**config.mk**
```make
export PLATFORM = sky130hd
export DESIGN_NAME = uart_receiver
export DESIGN_NICKNAME = d
export VERILOG_FILES = /design/src/rtl/uart_pkg.sv /design/src/rtl/uart_sync2.sv /design/src/rtl/uart_receiver.sv
export SDC_FILE = /design/constraint.sdc
export NUM_CORES = 1
export LEC_CHECK = 0
export ABC_AREA = 1
export BUFFER_PORTS_ARGS = -buffer_cell sky130_fd_sc_hd__buf_4
export CAP_MARGIN = 20
export CORE_ASPECT_RATIO = 1.5
export CORE_MARGIN = 10
export CORE_UTILIZATION = 30
export DETAILED_ROUTE_END_ITERATION = 10
export GPL_ROUTABILITY_DRIVEN = 0
export SETUP_SLACK_MARGIN = 0.1
export SLEW_MARGIN = 20
export SYNTH_ARGS = -nofsm -noshare
export SYNTH_HDL_FRONTEND = slang
export SYNTH_SLANG_ARGS = --single-unit
```
**constraint.sdc**
```tcl
create_clock -name clk -period 1.9 [get_ports clk]
set_input_delay 0.19 -clock clk [delete_from_list [all_inputs] [get_ports clk]]
set_output_delay 0.19 -clock clk [all_outputs]
set_load 0.02 [all_outputs]
```
**src/rtl/uart_pkg.sv**
```systemverilog
// Shared constants for the UART receive path: FSM state encodings and
// oversampling positions within one bit period.
package uart_pkg;

  localparam logic [2:0] IDLE   = 3'd0;
  localparam logic [2:0] START  = 3'd1;
  localparam logic [2:0] DATA   = 3'd2;
  localparam logic [2:0] PARITY = 3'd3;
  localparam logic [2:0] STOP   = 3'd4;

  localparam int unsigned OVERSAMPLE = 16;
  localparam int unsigned MID_SAMPLE = 7;

endpackage

```
**src/rtl/uart_sync2.sv**
```systemverilog
// Two-flop synchroniser for asynchronous serial-side inputs; resets to 1 so
// an idle-high line does not produce a false edge when reset is released.
module uart_sync2 (
  input  logic clk,
  input  logic reset_n,
  input  logic d_i,
  output logic q_o
);

  logic meta_q;
  logic sync_q;

  always_ff @(posedge clk) begin
    if (!reset_n) begin
      meta_q <= 1'b1;
      sync_q <= 1'b1;
    end else begin
      meta_q <= d_i;
      sync_q <= meta_q;
    end
  end

  assign q_o = sync_q;

endmodule

```
**src/rtl/uart_receiver.sv**
```systemverilog
// Oversampling UART receiver: qualifies the start bit, samples data LSB first
// mid-bit, checks optional parity and the stop bit, strobes each word out.
module uart_receiver
  import uart_pkg::*;
#(
  parameter int unsigned DBIT       = 8,
  parameter int unsigned SB_TICK    = 16,
  parameter int unsigned PARITY_EN  = 0,
  parameter int unsigned PARITY_ODD = 0
) (
  input  logic            clk,
  input  logic            reset_n,
  input  logic            rx,
  input  logic            s_tick,
  output logic [DBIT-1:0] rx_dout,
  output logic            rx_done_tick,
  output logic            frame_err,
  output logic            parity_err
);

  localparam logic [4:0] MID_CNT  = 5'(MID_SAMPLE);
  localparam logic [4:0] LAST_CNT = 5'(OVERSAMPLE - 1);
  localparam logic [4:0] STOP_CNT = 5'(SB_TICK - 1);
  localparam logic [2:0] LAST_BIT = 3'(DBIT - 1);
  localparam logic       PAR_ODD  = 1'(PARITY_ODD);
  localparam logic       PAR_USE  = (PARITY_EN != 0);

  logic            rx_s;
  logic [2:0]      state_q, state_d;
  logic [4:0]      s_cnt_q, s_cnt_d;
  logic [2:0]      n_cnt_q, n_cnt_d;
  logic [DBIT-1:0] b_q, b_d;
  logic            par_bad_q, par_bad_d;
  logic            stop_q, stop_d;
  logic [DBIT-1:0] dout_q, dout_d;
  logic            ferr_q, ferr_d;
  logic            perr_q, perr_d;
  logic            done_q, done_d;
  logic            stop_now;

  uart_sync2 u_sync (
    .clk     (clk),
    .reset_n (reset_n),
    .d_i     (rx),
    .q_o     (rx_s)
  );

  // STOP is entered at the centre of the last data/parity bit, so the stop
  // bit's centre is a full bit period later, at s_cnt == OVERSAMPLE-1.
  assign stop_now = (s_cnt_q == LAST_CNT) ? rx_s : stop_q;

  always_comb begin
    state_d   = state_q;
    s_cnt_d   = s_cnt_q;
    n_cnt_d   = n_cnt_q;
    b_d       = b_q;
    par_bad_d = par_bad_q;
    stop_d    = stop_q;
    dout_d    = dout_q;
    ferr_d    = ferr_q;
    perr_d    = perr_q;
    done_d    = 1'b0;
    case (state_q)
      IDLE: begin
        if (!rx_s) begin
          state_d = START;
          s_cnt_d = '0;
        end
      end
      START: begin
        if (s_tick) begin
          if (s_cnt_q == MID_CNT) begin
            if (!rx_s) begin
              state_d   = DATA;
              s_cnt_d   = '0;
              n_cnt_d   = '0;
              par_bad_d = 1'b0;
            end else begin
              state_d = IDLE;
            end
          end else begin
            s_cnt_d = s_cnt_q + 5'd1;
          end
        end
      end
      DATA: begin
        if (s_tick) begin
          if (s_cnt_q == LAST_CNT) begin
            s_cnt_d = '0;
            b_d     = {rx_s, b_q[DBIT-1:1]};
            if (n_cnt_q == LAST_BIT) begin
              state_d = PAR_USE ? PARITY : STOP;
            end else begin
              n_cnt_d = n_cnt_q + 3'd1;
            end
          end else begin
            s_cnt_d = s_cnt_q + 5'd1;
          end
        end
      end
      PARITY: begin
        if (s_tick) begin
          if (s_cnt_q == LAST_CNT) begin
            par_bad_d = (^{b_q, rx_s}) ^ PAR_ODD;
            state_d   = STOP;
            s_cnt_d   = '0;
          end else begin
            s_cnt_d = s_cnt_q + 5'd1;
          end
        end
      end
      STOP: begin
        if (s_tick) begin
          if (s_cnt_q == LAST_CNT) begin
            stop_d = rx_s;
          end
          if (s_cnt_q == STOP_CNT) begin
            state_d = IDLE;
            done_d  = 1'b1;
            dout_d  = b_q;
            ferr_d  = ~stop_now;
            perr_d  = PAR_USE & par_bad_q;
          end else begin
            s_cnt_d = s_cnt_q + 5'd1;
          end
        end
      end
      default: state_d = IDLE;
    endcase
  end

  always_ff @(posedge clk) begin
    if (!reset_n) begin
      state_q   <= IDLE;
      s_cnt_q   <= '0;
      n_cnt_q   <= '0;
      b_q       <= '0;
      par_bad_q <= 1'b0;
      stop_q    <= 1'b0;
      dout_q    <= '0;
      ferr_q    <= 1'b0;
      perr_q    <= 1'b0;
      done_q    <= 1'b0;
    end else begin
      state_q   <= state_d;
      s_cnt_q   <= s_cnt_d;
      n_cnt_q   <= n_cnt_d;
      b_q       <= b_d;
      par_bad_q <= par_bad_d;
      stop_q    <= stop_d;
      dout_q    <= dout_d;
      ferr_q    <= ferr_d;
      perr_q    <= perr_d;
      done_q    <= done_d;
    end
  end

  assign rx_dout      = dout_q;
  assign rx_done_tick = done_q;
  assign frame_err    = ferr_q;
  assign parity_err   = perr_q;

endmodule
```
# Yosys cells after proc, flatten, opt, wreduce, memory -nomap -nowiden
# Cells that the tools add are included.
# word_totals
reg_bits	32
in_bits	4
out_inout_bits	11
# classes
add_sub_neg	2
n_eq_ne	21
mux	29
bitwise	1
reduce_logical	11
# ops
op	count
3-bit 2-to-1 mux	16
5-bit 2-to-1 mux	7
2-bit != test (second input constant)	13
5-bit case mux with 4 select lines	1
3-bit case mux with 5 select lines	1
10-bit AND reduction	1
3-bit AND reduction	3
7-bit AND reduction	1
3-bit by 2-bit equality test with 1-bit output (second input constant)	2
3-bit equality test (second input constant)	2
3-bit case mux with 2 select lines	1
5-bit by 1-bit adder with 5-bit output (second input constant)	1
5-bit by 3-bit equality test with 1-bit output (second input constant)	1
5-bit by 4-bit equality test with 1-bit output (second input constant)	1
5-bit AND reduction	1
4-bit nonzero test	1
3-bit by 1-bit adder with 3-bit output (second input constant)	1
3-bit by 1-bit equality test with 1-bit output (second input constant)	1
3-bit zero test	1
1-bit 2-to-1 mux	2
2-bit 2-to-1 mux	1
2-bit by 1-bit != test with 1-bit output (second input constant)	1
2-bit AND reduction	1
2-bit nonzero test	1
2 further kinds	2

# Logic depth before layout (Yosys ltp)
# logic_depth
word_depth	5
mapped_depth	12
mapped_depth_nobuf	12

# By module
# A second synthesis with hierarchy kept.
# unflattened
cells_unflattened	234
area_unflattened_um2	1590.3
# modules_own_cells
mod	n_inst	cells_each	area_per_inst_um2	seq_area_each_um2
uart_receiver	1	228	1535.2	600.6
uart_sync2	1	6	55.1	40.0

# Worst setup path before layout
# Ideal clock, no wire load.
# synth_timing
kind	flip-flop to flip-flop
start	reg s_cnt_q[0]
end	reg state_q[0]
setup_time_ns	0.115
arrival_ns	1.584
setup_slack_ns	0.201
stages_incl_launch_ff	12
n_path_buf	0
cell_sequence	dfxtp_1 > ha_1 > nand2_1 > nor2_1 > ha_1 > nand2_1 > nand3_1 > nand2_1 > nor2_1 > nand3_1 > nand2_1 > nor2_1
# synth_between
elab_chain_cells	3
elab_cells_between_ends	7
classes_between	eq/ne (6); reduce/logical (1)
# synth_rtl
element	line	rtl
from (decl)	uart_receiver.sv:30	logic [4:0] s_cnt_q, s_cnt_d;
from (signal assigned)	uart_receiver.sv:146	s_cnt_q <= s_cnt_d;
5-bit by 3-bit equality test with 1-bit output or 5-bit by 4-bit equality test with 1-bit output (tied branches)	--	
2-bit != test (no line)	--	
10-bit AND reduction (no line) (*)	--	
to (signal assigned)	uart_receiver.sv:145	state_q <= state_d;
to (decl)	uart_receiver.sv:29	logic [2:0] state_q, state_d;
# Mark *: on every way between the ends. The rest lies on a longest branch, timed or not.
# A chain may end at the register's enable or synchronous reset.

# Worst setup path after layout
# layout_timing
start	reg s_cnt_q[1]
end	reg s_cnt_q[1]
# layout_between
elab_chain_cells	4
elab_cells_between_ends	13
classes_between	add/sub (1); eq/ne (3); mux (8); reduce/logical (1)
# layout_rtl
element	line	rtl
5-bit by 1-bit adder with 5-bit output, or another cell as far along	--	
5-bit 2-to-1 mux (on tied branches)	--	
5-bit 2-to-1 mux (on tied branches)	uart_receiver.sv:113, uart_receiver.sv:71, uart_receiver.sv:87	
5-bit case mux with 4 select lines	uart_receiver.sv:63	case (state_q)
# Parallel ways exist; a longest one is shown, timed or not. The select of a mux whose other input is x is not followed.

==> key figures <==
Floorplan
  • Rows: 31
  • Die Ht: 107 um
  • Initial Util: 31.2%
  • Full die area: 0.00840 mm^2
  • Core area: 0.00489 mm^2
  • DIE WIDTH: 78.2 um
  • Ports: 15

Setup path
  • Crit Reg-Reg Startpoint: s_cnt_q[1]
  • Crit. Startpoint: s_cnt_q[1]
  • WS Path Type: register to register
  • CP max FO: 9
  • WP data required: 2070 ps
  • Nature of the critical path startpoint: register
  • Critical Path End Type: register
  • Worst EP arrival: 1840 ps

Clock tree
  • Number of H-tree levels: 2
  • Worst skew pair latency: 290 ps
  • Clk buf depth: 2
  • CTS tree: done
  • Cts hold-fix bufs: 0
  • Num CTS Buffers: 5
  • Post-CTS setup buffers: 0
  • Clk pin slew, worst setup/hold paths: 70 ps
  • # clock sinks: 32
  • Root buffer cell: clkbuf_8

Cells and area
  • Layout overhead on the synthesized area: 22.8%
  • Design Area, Final: 0.00187 mm^2
  • # nets final: 253
  • Layout cells sized above 1: 20.9%
  • Fill cells: 554
  • Number of antenna diodes: 0

Outcome
  • Outcome: finished, final reports clean

Logic synthesis
  • Post-synth EDFFs: 0
  • Register bit total from synthesis: 32
  • Share of flip-flops with an asynchronous set or reset: 0%
  • Netlist cell types: 23
  • Leading area contributor after synthesis: dfxtp_1
  • Mapped Area: 0.00153 mm^2
  • Post-synthesis sequential area ratio: 42.0%
  • Synthesized Nets: 231
  • Ranking of synthesized cells by instance count: 50 x nor2_1, 43 x nand2_1, 32 x dfxtp_1
  • Mean Syn Cell Area: 6.91 um^2
  • Count leader, synth: nor2_1
  • Top cells by area, synth: dfxtp_1 42%, nor2_1 12%, nand2_1 11%, ha_1 4.9%, nand3_1 4.6%
  • Synth Flop Type: dfxtp_1
  • Post-synth top area share: 42.0%
  • Cells after synthesis: 221
  • Synth warnings: 0

Global routing
  • Largest net degree at the start of global routing: 26
  • All-layer global routing usage: 8.59%
  • Vias in the first global route: 1375
  • Initial antenna violation count: 0
  • First-pass GRT wire length: 5930 um
  • Total congestion overflow: 0

Timing
  • Setup TNS: 0 ps
  • RSZ-0062 raised after global routing: no
  • Fmax: 0.600 GHz
  • Fin crit share: 87.8%
  • Final Critical Period: 1670 ps
  • Final setup margin: 233 ps
  • Clk_skew: 9.56 ps
  • Max-slew violations: 0
  • WHS: 86.1 ps
  • Final Hold Fails: 0
  • Final setup viols: 0

Power and ir drop
  • Pwr dens: 1200 mW/mm^2
  • Pwr Total: 2.25 mW
  • Worst VDD drop: 0.000562 V
  • P_leak: 0.882 nW

Detailed routing
  • Antenna-violating nets left: 0
  • Number of DRC markers in iteration 0: 60
  • Post-Route WL: 3520 um
  • DR pass1 iterations: 4
  • DR vias/cell: 4.58
  • Avg WL per Cell: 11.3 um
  • Via count: 1419
  • DRC Markers: 0

Worst hold path
  • Hold Crit Class: primary input to register
  • Hold path start: rx

Run
  • Max cap viols: 0

Placement
  • Dpl hpwl: 2620 um
  • IO Port Bufs: 13
  • Placed Area: 0.00173 mm^2
  • Pre-CTS setup slack: 31.8 ps
-- critical path: stages (launching register included) --
cell	delay, ps
dfxtp_2	330
ha_1	200
nand2_2	110
nor2_4	50
ha_1	200
nor2_1	130
a21oi_2	80
nor2_4	210
nand2_1	100
nand2_1	70
a21oi_1	50
-- metal layers --
layer | vias up | wire length (um) | part of all wire (%) | global-route usage [%]
li1 | 747 | - | - | -
met1 | 639 | 1450 | 41 | 8.49
met2 | 28 | 1860 | 53 | 15.9
met3 | 5 | 145 | 4.1 | 2.68
met4 | 0 | 59 | 1.7 | 3.86
met5 | - | 0 | 0 | 0
-- report_power, final --
part,internal (mW),total (mW),switching (mW)
Clock,0.294,0.561,0.266
Combinational,0.291,0.855,0.564
Sequential,0.740,0.835,0.0947
Total,1.33,2.25,0.925
-- layout by cell type, fill, tap and decap left out, types with 2 or more instances in the layout --
master / count
inv_2: 6
o21ai_0: 10
nand2_2: 4
nand3b_1: 2
nor2_4: 6
inv_1: 13
nor2_1: 47
or2_2: 2
ha_1: 5
nand4_1: 2
clkbuf_8: 6
a21oi_1: 11
o21ai_1: 13
dfxtp_1: 31
nor2_2: 2
a21oi_2: 2
buf_4: 19
nand3_1: 14
nand2_1: 41
-- cell families after synthesis --
kind of cell | after synthesis | share of synthesized area (%)
flops | 32 | 42.0
compound gates | 36 | 11.8
simple gates | 123 | 35.1
buf+inv | 23 | 5.98
fa+ha+maj | 6 | 4.92
other cells | 1 | 0.246
-- metrics by stage --
| stage | utilization, % | cells |
|---|---|---|
| 2_1_floorplan | - | 221 |
| 3_3_place_gp | 35.4 | 302 |
| 3_5_place_dp | 35.4 | 302 |
| 4_1_cts | 37.6 | 310 |
| 5_1_grt | 38.4 | 310 |
| 6_report | 38.4 | 310 |
-- worst paths after layout --
| path | end | slack [ps] | cells past startpoint |
|---|---|---|---|
| worst max-delay path | s_cnt_q[1] | 230 | 10 |
| worst min-delay path | u_sync.meta_q | 90 | 2 |
| worst min register to register | u_sync.q_o | 420 | 1 |
| worst max register to register | s_cnt_q[1] | 230 | 10 |
-- cell type report --
| type | count | area (um^2) | area share [%] |
|---|---|---|---|
| multi-input combinational | 166 | 842 | 44.9 |
| sequential | 32 | 642 | 34.2 |
| timing repair buffer | 19 | 143 | 7.61 |
| clock buffer | 7 | 86.3 | 4.61 |
| tap | 66 | 82.6 | 4.41 |
| inverter | 19 | 71.3 | 3.81 |
| clock inverter | 1 | 7.51 | 0.401 |
-- registers in the layout, indices dropped and copies added (netlist names), 3 cells and up --
signal and cells:
b_q 8, rx_dout 8, s_cnt_q 5, n_cnt_q 3, state_q 3
-- what timing repair did --
action,4_1_cts,5_1_grt
resized for setup,3,12
setup endpoints to repair,9,25
pin swaps,0,5
Note: power is estimated with default switching activity, not from simulation.
